--- src/rtl/interrupt_sequencer_pkg.sv ---
// Shared constants, interrupt word field positions and FSM state type for
// the interrupt sequencer.
package intr_pkg;

  localparam logic [1:0] INT_TAG = 2'b10;

  localparam int TAG_HI  = 31;
  localparam int TAG_LO  = 30;
  localparam int PRIO_HI = 29;
  localparam int PRIO_LO = 25;
  localparam int ADDR_HI = 19;
  localparam int ADDR_LO = 0;

  localparam int PRIO_W = 5;
  localparam int ADDR_W = 20;

  typedef enum logic [1:0] {
    IDLE     = 2'd0,
    ARB      = 2'd1,
    DISPATCH = 2'd2,
    SERVICE  = 2'd3
  } state_t;

  function automatic logic is_int_word(input logic [31:0] word);
    return word[TAG_HI:TAG_LO] == INT_TAG;
  endfunction

endpackage

--- src/rtl/interrupt_sequencer_if.sv ---
// CPU-side dispatch handshake. irq_req rises with address/source/priority
// stable and stays high until irq_ack is sampled; irq_done closes service.
interface interrupt_sequencer_if #(
  parameter int SRC_W = 1
);
  logic              irq_req;
  logic [19:0]       irq_address;
  logic [SRC_W-1:0]  irq_source;
  logic [4:0]        irq_priority;
  logic              irq_ack;
  logic              irq_done;

  modport master (
    output irq_req, irq_address, irq_source, irq_priority,
    input  irq_ack, irq_done
  );

  modport slave (
    input  irq_req, irq_address, irq_source, irq_priority,
    output irq_ack, irq_done
  );
endinterface

--- src/rtl/interrupt_sequencer_priority_select.sv ---
// Combinational max-priority picker over the pending slots; on equal
// priority the lowest slot index wins.
module interrupt_priority_select
  import intr_pkg::*;
#(
  parameter int N_SRC = 2,
  parameter int SRC_W = (N_SRC > 1) ? $clog2(N_SRC) : 1
) (
  input  logic [N_SRC-1:0]        i_pending,
  input  logic [N_SRC*PRIO_W-1:0] i_prio,
  output logic [SRC_W-1:0]        o_idx,
  output logic                    o_valid
);

  logic [PRIO_W-1:0] w_best;

  // Strict greater-than keeps the earlier (lower) index on ties.
  always_comb begin
    o_idx   = '0;
    o_valid = 1'b0;
    w_best  = '0;
    for (int k = 0; k < N_SRC; k++) begin
      if (i_pending[k] && (!o_valid || i_prio[k*PRIO_W +: PRIO_W] > w_best)) begin
        o_idx   = SRC_W'(k);
        o_valid = 1'b1;
        w_best  = i_prio[k*PRIO_W +: PRIO_W];
      end
    end
  end

endmodule

--- src/rtl/interrupt_sequencer.sv ---
// Captures tagged interrupt words into pending slots, arbitrates by priority
// and dispatches one handler address at a time under a watchdog.
module interrupt_sequencer
  import intr_pkg::*;
#(
  parameter int N_SRC          = 2,
  parameter int TIMEOUT_CYCLES = 1024,
  parameter int SRC_W          = (N_SRC > 1) ? $clog2(N_SRC) : 1
) (
  input  logic                  clk,
  input  logic                  rst_n,
  input  logic [N_SRC*32-1:0]   interrupt_in,
  input  logic [N_SRC-1:0]      interrupt_valid,
  input  logic                  interrupt_disable,
  interrupt_sequencer_if.master cpu,
  output logic [N_SRC-1:0]      pending,
  output logic                  irq_timeout,
  output logic                  irq_overrun,
  output logic                  busy,
  output state_t                o_dbg_state
);

  localparam int CNT_W = $clog2(TIMEOUT_CYCLES + 1);

  state_t              r_state;
  logic [CNT_W-1:0]    r_wd_cnt;
  logic [N_SRC-1:0]    r_pending;
  logic [ADDR_W-1:0]   r_addr [N_SRC];
  logic [PRIO_W-1:0]   r_prio [N_SRC];
  logic                r_req;
  logic [ADDR_W-1:0]   r_irq_addr;
  logic [SRC_W-1:0]    r_irq_src;
  logic [PRIO_W-1:0]   r_irq_prio;
  logic                r_timeout;
  logic                r_overrun;

  logic [31:0]              w_word [N_SRC];
  logic [N_SRC*PRIO_W-1:0]  w_prio_flat;
  logic [N_SRC-1:0]         w_cap;
  logic [N_SRC-1:0]         w_ovr;
  logic [N_SRC-1:0]         w_clr;
  logic [SRC_W-1:0]         w_win_idx;
  logic                     w_win_valid;
  logic                     w_wd_expire;
  logic                     w_ack_clr;
  logic                     w_to_clr;

  // Watchdog fires on the cycle the count would reach TIMEOUT_CYCLES, unless
  // a handshake event for the current state lands in the same cycle.
  always_comb begin
    w_wd_expire = 1'b0;
    if (r_wd_cnt == CNT_W'(TIMEOUT_CYCLES - 1)) begin
      if (r_state == DISPATCH)
        w_wd_expire = !cpu.irq_ack && !interrupt_disable;
      else if (r_state == SERVICE)
        w_wd_expire = !cpu.irq_done;
    end
  end

  assign w_ack_clr = (r_state == DISPATCH) && cpu.irq_ack;
  assign w_to_clr  = (r_state == DISPATCH) && w_wd_expire;

  always_comb begin
    w_clr       = '0;
    w_cap       = '0;
    w_ovr       = '0;
    w_prio_flat = '0;
    for (int k = 0; k < N_SRC; k++) begin
      w_word[k] = interrupt_in[32*k +: 32];
      w_prio_flat[k*PRIO_W +: PRIO_W] = r_prio[k];
      if ((w_ack_clr || w_to_clr) && r_irq_src == SRC_W'(k))
        w_clr[k] = 1'b1;
    end
    for (int k = 0; k < N_SRC; k++) begin
      if (interrupt_valid[k] && is_int_word(w_word[k])) begin
        // A slot being released this cycle can take the new word at once.
        if (!r_pending[k] || w_clr[k]) w_cap[k] = 1'b1;
        else                           w_ovr[k] = 1'b1;
      end
    end
  end

  interrupt_priority_select #(
    .N_SRC (N_SRC),
    .SRC_W (SRC_W)
  ) u_prio_sel (
    .i_pending (r_pending),
    .i_prio    (w_prio_flat),
    .o_idx     (w_win_idx),
    .o_valid   (w_win_valid)
  );

  always_ff @(posedge clk or negedge rst_n) begin
    if (!rst_n) begin
      r_pending <= '0;
      r_overrun <= 1'b0;
      for (int k = 0; k < N_SRC; k++) begin
        r_addr[k] <= '0;
        r_prio[k] <= '0;
      end
    end else begin
      r_overrun <= |w_ovr;
      for (int k = 0; k < N_SRC; k++) begin
        if (w_cap[k]) begin
          r_addr[k] <= w_word[k][ADDR_HI:ADDR_LO];
          r_prio[k] <= w_word[k][PRIO_HI:PRIO_LO];
        end
        r_pending[k] <= w_cap[k] | (r_pending[k] & ~w_clr[k]);
      end
    end
  end

  always_ff @(posedge clk or negedge rst_n) begin
    if (!rst_n) begin
      r_state    <= IDLE;
      r_wd_cnt   <= '0;
      r_req      <= 1'b0;
      r_irq_addr <= '0;
      r_irq_src  <= '0;
      r_irq_prio <= '0;
      r_timeout  <= 1'b0;
    end else begin
      r_timeout <= 1'b0;
      case (r_state)
        IDLE: begin
          if (|r_pending && !interrupt_disable) r_state <= ARB;
        end
        ARB: begin
          r_irq_src  <= w_win_idx;
          r_irq_addr <= w_win_valid ? r_addr[w_win_idx] : '0;
          r_irq_prio <= w_win_valid ? r_prio[w_win_idx] : '0;
          r_req      <= 1'b1;
          r_wd_cnt   <= '0;
          r_state    <= DISPATCH;
        end
        DISPATCH: begin
          r_wd_cnt <= r_wd_cnt + 1'b1;
          if (cpu.irq_ack) begin
            r_req   <= 1'b0;
            r_state <= SERVICE;
          end else if (interrupt_disable) begin
            r_req   <= 1'b0;
            r_state <= IDLE;
          end else if (w_wd_expire) begin
            r_req     <= 1'b0;
            r_timeout <= 1'b1;
            r_state   <= IDLE;
          end
        end
        SERVICE: begin
          r_wd_cnt <= r_wd_cnt + 1'b1;
          if (cpu.irq_done) begin
            r_state <= IDLE;
          end else if (w_wd_expire) begin
            r_timeout <= 1'b1;
            r_state   <= IDLE;
          end
        end
        default: r_state <= IDLE;
      endcase
    end
  end

  assign cpu.irq_req      = r_req;
  assign cpu.irq_address  = r_irq_addr;
  assign cpu.irq_source   = r_irq_src;
  assign cpu.irq_priority = r_irq_prio;
  assign pending          = r_pending;
  assign irq_timeout      = r_timeout;
  assign irq_overrun      = r_overrun;
  assign busy             = (r_state != IDLE);
  assign o_dbg_state      = r_state;

endmodule

--- src/flat_wrapper.sv ---
// flat-port wrapper written by rule: the top's interface ports become plain ports
module interrupt_sequencer_flat import intr_pkg::*;
#(
  parameter int N_SRC          = 2,
  parameter int TIMEOUT_CYCLES = 1024,
  parameter int SRC_W          = (N_SRC > 1) ? $clog2(N_SRC) : 1
)
  (clk, rst_n, interrupt_in, interrupt_valid, interrupt_disable, pending, irq_timeout, irq_overrun, busy, o_dbg_state, cpu_irq_req, cpu_irq_address, cpu_irq_source, cpu_irq_priority, cpu_irq_ack, cpu_irq_done);
  interrupt_sequencer_if #(.SRC_W(SRC_W)) cpu_i ();
  input  logic clk;
  input  logic rst_n;
  input  logic [N_SRC*32-1:0] interrupt_in;
  input  logic [N_SRC-1:0] interrupt_valid;
  input  logic interrupt_disable;
  output logic [N_SRC-1:0] pending;
  output logic irq_timeout;
  output logic irq_overrun;
  output logic busy;
  output state_t o_dbg_state;
  output wire logic [$bits(cpu_i.irq_req)-1:0] cpu_irq_req;
  output wire logic [$bits(cpu_i.irq_address)-1:0] cpu_irq_address;
  output wire logic [$bits(cpu_i.irq_source)-1:0] cpu_irq_source;
  output wire logic [$bits(cpu_i.irq_priority)-1:0] cpu_irq_priority;
  input wire logic [$bits(cpu_i.irq_ack)-1:0] cpu_irq_ack;
  input wire logic [$bits(cpu_i.irq_done)-1:0] cpu_irq_done;
  assign cpu_irq_req = cpu_i.irq_req;
  assign cpu_irq_address = cpu_i.irq_address;
  assign cpu_irq_source = cpu_i.irq_source;
  assign cpu_irq_priority = cpu_i.irq_priority;
  assign cpu_i.irq_ack = cpu_irq_ack;
  assign cpu_i.irq_done = cpu_irq_done;
  interrupt_sequencer #(.N_SRC(N_SRC), .TIMEOUT_CYCLES(TIMEOUT_CYCLES), .SRC_W(SRC_W)) u_core (.clk(clk), .rst_n(rst_n), .interrupt_in(interrupt_in), .interrupt_valid(interrupt_valid), .interrupt_disable(interrupt_disable), .cpu(cpu_i), .pending(pending), .irq_timeout(irq_timeout), .irq_overrun(irq_overrun), .busy(busy), .o_dbg_state(o_dbg_state));
endmodule
--- config.mk ---
export PLATFORM = sky130hd
export DESIGN_NAME = interrupt_sequencer_flat
export DESIGN_NICKNAME = d
export VERILOG_FILES = /design/src/rtl/interrupt_sequencer_pkg.sv /design/src/rtl/interrupt_sequencer_if.sv /design/src/rtl/interrupt_sequencer_priority_select.sv /design/src/rtl/interrupt_sequencer.sv /design/src/flat_wrapper.sv
export SDC_FILE = /design/constraint.sdc
export NUM_CORES = 1
export LEC_CHECK = 0
export CORE_ASPECT_RATIO = 1.75
export CORE_MARGIN = 3
export CORE_UTILIZATION = 50
export CTS_CLUSTER_SIZE = 14
export DETAILED_ROUTE_END_ITERATION = 7
export PLACE_DENSITY_LB_ADDON = 0.12
export SETUP_SLACK_MARGIN = 0.4
export SLEW_MARGIN = 20
export SYNTH_ARGS = -nofsm -noshare
export SYNTH_HDL_FRONTEND = slang
export SYNTH_SLANG_ARGS = --single-unit
--- constraint.sdc ---
create_clock -name clk -period 3.9 [get_ports clk]
set_input_delay 0.78 -clock clk [delete_from_list [all_inputs] [get_ports clk]]
set_output_delay 0.78 -clock clk [all_outputs]
set_load 0.05 [all_outputs]
==> results by group <==
Cells and area
  • P&R area growth vs syn: 30.3%
  • Non-filler cells, final: around 570
  • # nets final: 527
  • ANT cells: 0
  • Most frequent cells in the layout: dfrtp_1 (94), clkdlybuf4s50_1 (93), mux2_2 (30)
  • Share of cells above drive strength 1: 20.4%
  • Most common cell after layout, fill and taps aside: dfrtp_1
  • FILL cells: 691

GRT
  • Initial antenna violation count: 0
  • GRT Total Usage: 22.1%
  • First-pass GRT wire length: 17800 um
  • Pin count of the biggest net entering global routing: 62
  • Vias in the first global route: 3368
  • GRT Residual Overflow: 0

Logic synthesis
  • Cells after synthesis: between 300 and 400
  • Seq cells post-synth: 94
  • Syn Area/Cell: 12.9 sq um
  • Compound-Gate Fraction of Synth Area: 16.0%
  • Warning count from the yosys run: 0
  • Adder and majority cell fraction of the synthesized area: ~3.0%
  • Netlist cell types: 50
  • Simple-Gate Fraction of Synth Area: 10.5%
  • Mux cell area share after synthesis: roughly 14%
  • Post-Syn Area: ~4600 sq um
  • Register area share after synthesis: 51.2%
  • Synth Net Count: 437
  • Xor/xnor cell area share of the yosys netlist: 1.53%
  • Largest family of logic cells by synthesized area: compound AO/OA/AOI/OAI gates

Placement
  • IO Port Bufs: 94
  • Routability cong.: 0.819
  • Cells after DPL: 551
  • Hpwl dp: 7070 um

Floorplanning
  • Die ar.: 10400 sq um
  • Height of the die: 133 um
  • Core area: 8840 sq um
  • Rows: 45
  • Die X: 78.5 um
  • Initial Util: between 50% and 60%
  • I/O pins: 105

Timing
  • Setup_tns: 0 ns
  • Fin crit share: roughly 75%
  • Worst-margin pin slew: 0.975 ns
  • Clock Skews: 0.00610 ns
  • Final setup viols: 0
  • Fmax achieved: approximately 340 MHz
  • Final Max Slew Viols: 0
  • RSZ-0062 raised after global routing: no
  • Slew HR: roughly a third
  • Final min period: 2.92 ns
  • Final Hold Violating Endpoints: 0

Detailed routing
  • Remaining DRCs: 0
  • Post-DR vias/cell: 5.73
  • DRT antenna net count: 0
  • Vias: 3248
  • WL final: ~11000 um
  • Drt pass-1 iters: 4
  • Avg WL per Cell: 18.8 um
  • Starting DRT DRC Count: about 190

Setup path
  • Critical path arrival: 3.13 ns
  • CP required: 4.11 ns
  • CP endpoint kind: flop
  • Kind of critical path: reg -> reg
  • Setup crit start kind: flop
  • CP max FO: 26

Clocking
  • Total CTS buffers: 9
  • CTS Sinks: 94
  • Clk Latency, worst-skew pair: 0.34 ns
  • H-tree depth: 3
  • CTS tree: yes
  • Postcts setup bufs: 0
  • Post-CTS Resized: 0
  • CTS Root Cell: clkbuf_16
  • Hold Buf Count CTS: 0
  • CTS max path bufs: 2
  • Clock-pin slew on the worst setup and hold paths: 0.06 ns

Run
  • Max_cap viols: 0

Power
  • Static Leak: 2.69 nW
  • VDD IR-drop max: 0.538 mV
  • Power density cells: around 870 nW/um^2

Status
  • Status: completed

Worst hold path
  • Hold WC Path Type: in -> async
## path summary, 6_finish.rpt
| kind | startpoint | endpoint | slack [ns] | depth (start not counted) |
|---|---|---|---|---|
| setup / recovery | u_core.pending[0]$_DFF_PN0_ | u_core.cpu.irq_address[17]$_DFFE_PN0N_ | 0.98 | 7 |
| hold / removal | rst_n | u_core.r_addr[27]$_DFFE_PN0P_ | 0.46 | 2 |
| setup reg to reg | u_core.pending[0]$_DFF_PN0_ | u_core.cpu.irq_address[17]$_DFFE_PN0N_ | 0.98 | 7 |
| hold reg to reg | u_core.cpu.irq_req$_DFFE_PN0P_ | u_core.cpu.irq_req$_DFFE_PN0P_ | 0.51 | 1 |
| max in group asynchronous | rst_n | u_core.r_wd_cnt[9]$_DFFE_PN0N_ | 2.78 | 2 |
| min in group clk | u_core.cpu.irq_req$_DFFE_PN0P_ | u_core.cpu.irq_req$_DFFE_PN0P_ | 0.51 | 1 |
## worst max-delay path, cell delays in order (launching register included)
cell	delay, ns
dfrtp_1	0.60
nand2_1	0.10
ha_1	0.31
and4_1	0.25
nor2b_4	0.62
o21ai_2	0.26
buf_4	0.28
a311o_1	0.37
## power by group
| part | switching, mW | leakage (nW) | internal [mW] | total [mW] |
|---|---|---|---|---|
| Combinational | 1.47 | 1.35 | 1.05 | 2.52 |
| Clock | 0.353 | 0.166 | 0.613 | 0.967 |
| Sequential | 0.295 | 1.17 | 1.40 | 1.70 |
| Total | 2.12 | 2.69 | 3.06 | 5.18 |
## metal layers
metal  track usage, %  part of all wire, %  vias up
met4             5.54                  1.2        0
met3             5.31                  3.2        9
met5                0                    0        -
li1                 -                    -     1508
met2             38.3                   54       63
met1             27.6                   42     1668
## metrics by stage
step                setup slack, ns  power [mW]  hold slack, ns  utilization [%]  area [sq um]
floorplan                      1.25        3.42           0.479                -          4590
global placement              0.623        4.17           0.484             63.8          5640
detailed placement            0.726        4.24           0.493             63.9          5650
CTS                           0.986        5.22           0.476             67.7          5990
global route                  0.825        5.48           0.494             67.7          5990
finish                        0.985        5.18           0.462             67.7          5990
## Yosys cell counts (all sizes together)
master | number | area share (%)
o2111ai | 1 | 0.19
nand3 | 1 | 0.11
nor4 | 1 | 0.46
nor2 | 13 | 1.1
a211oi | 1 | 0.16
o21a | 1 | 0.16
a22o | 1 | 0.19
and3 | 2 | 0.30
o2111a | 25 | 6.1
a311o | 25 | 5.4
mux2i | 2 | 0.44
or2 | 2 | 0.27
a32oi | 1 | 0.19
nor2b | 27 | 3.7
clkbuf | 14 | 1.1
xor2 | 6 | 1.1
a2111oi | 1 | 0.33
or3 | 2 | 0.30
a31o | 1 | 0.19
mux2 | 50 | 14
o31ai | 1 | 0.16
a21oi | 5 | 0.54
or3b | 2 | 0.38
xnor2 | 2 | 0.38
nor3 | 4 | 0.44
a22oi | 1 | 0.46
nand2 | 16 | 1.3
a31oi | 4 | 1.0
o21ai | 6 | 0.65
and2 | 1 | 0.14
buf | 10 | 1.6
nand2b | 3 | 0.41
and3b | 1 | 0.19
ha | 11 | 3.0
a21boi | 1 | 0.16
and4 | 1 | 0.19
nand4 | 4 | 0.87
inv | 9 | 0.74
dfrtp | 94 | 51
nand4b | 2 | 0.38
## registers in the layout, summed over array words and instances, names as in the netlist
register                 flops
u_core.irq_timeout           1
u_core.irq_overrun           1
u_core.r_prio               10
u_core.cpu.irq_address      20
u_core.cpu.irq_priority      5
u_core.o_dbg_state           2
u_core.r_wd_cnt             11
u_core.cpu.irq_req           1
u_core.r_addr               40
u_core.pending               2
u_core.cpu.irq_source        1
## layout make-up
cell class,instances,area (sq um),area share [%]
timing repair buffer,103,1010,16.8
tap,117,146,2.45
inverter,9,33.8,0.564
multi-input combinational,228,2110,35.3
clock inverter,3,65.1,1.09
clock buffer,13,270,4.52
sequential,94,2350,39.3
## cells by family (layout without fill, tap and decap cells)
group	Yosys count	in the layout
compound gates	75	75
buf+inv	33	128
mux	52	52
fa+ha+maj	11	11
simple gates	82	82
xor+xnor	8	8
flops	94	94
(Power assumes the default switching activity.)
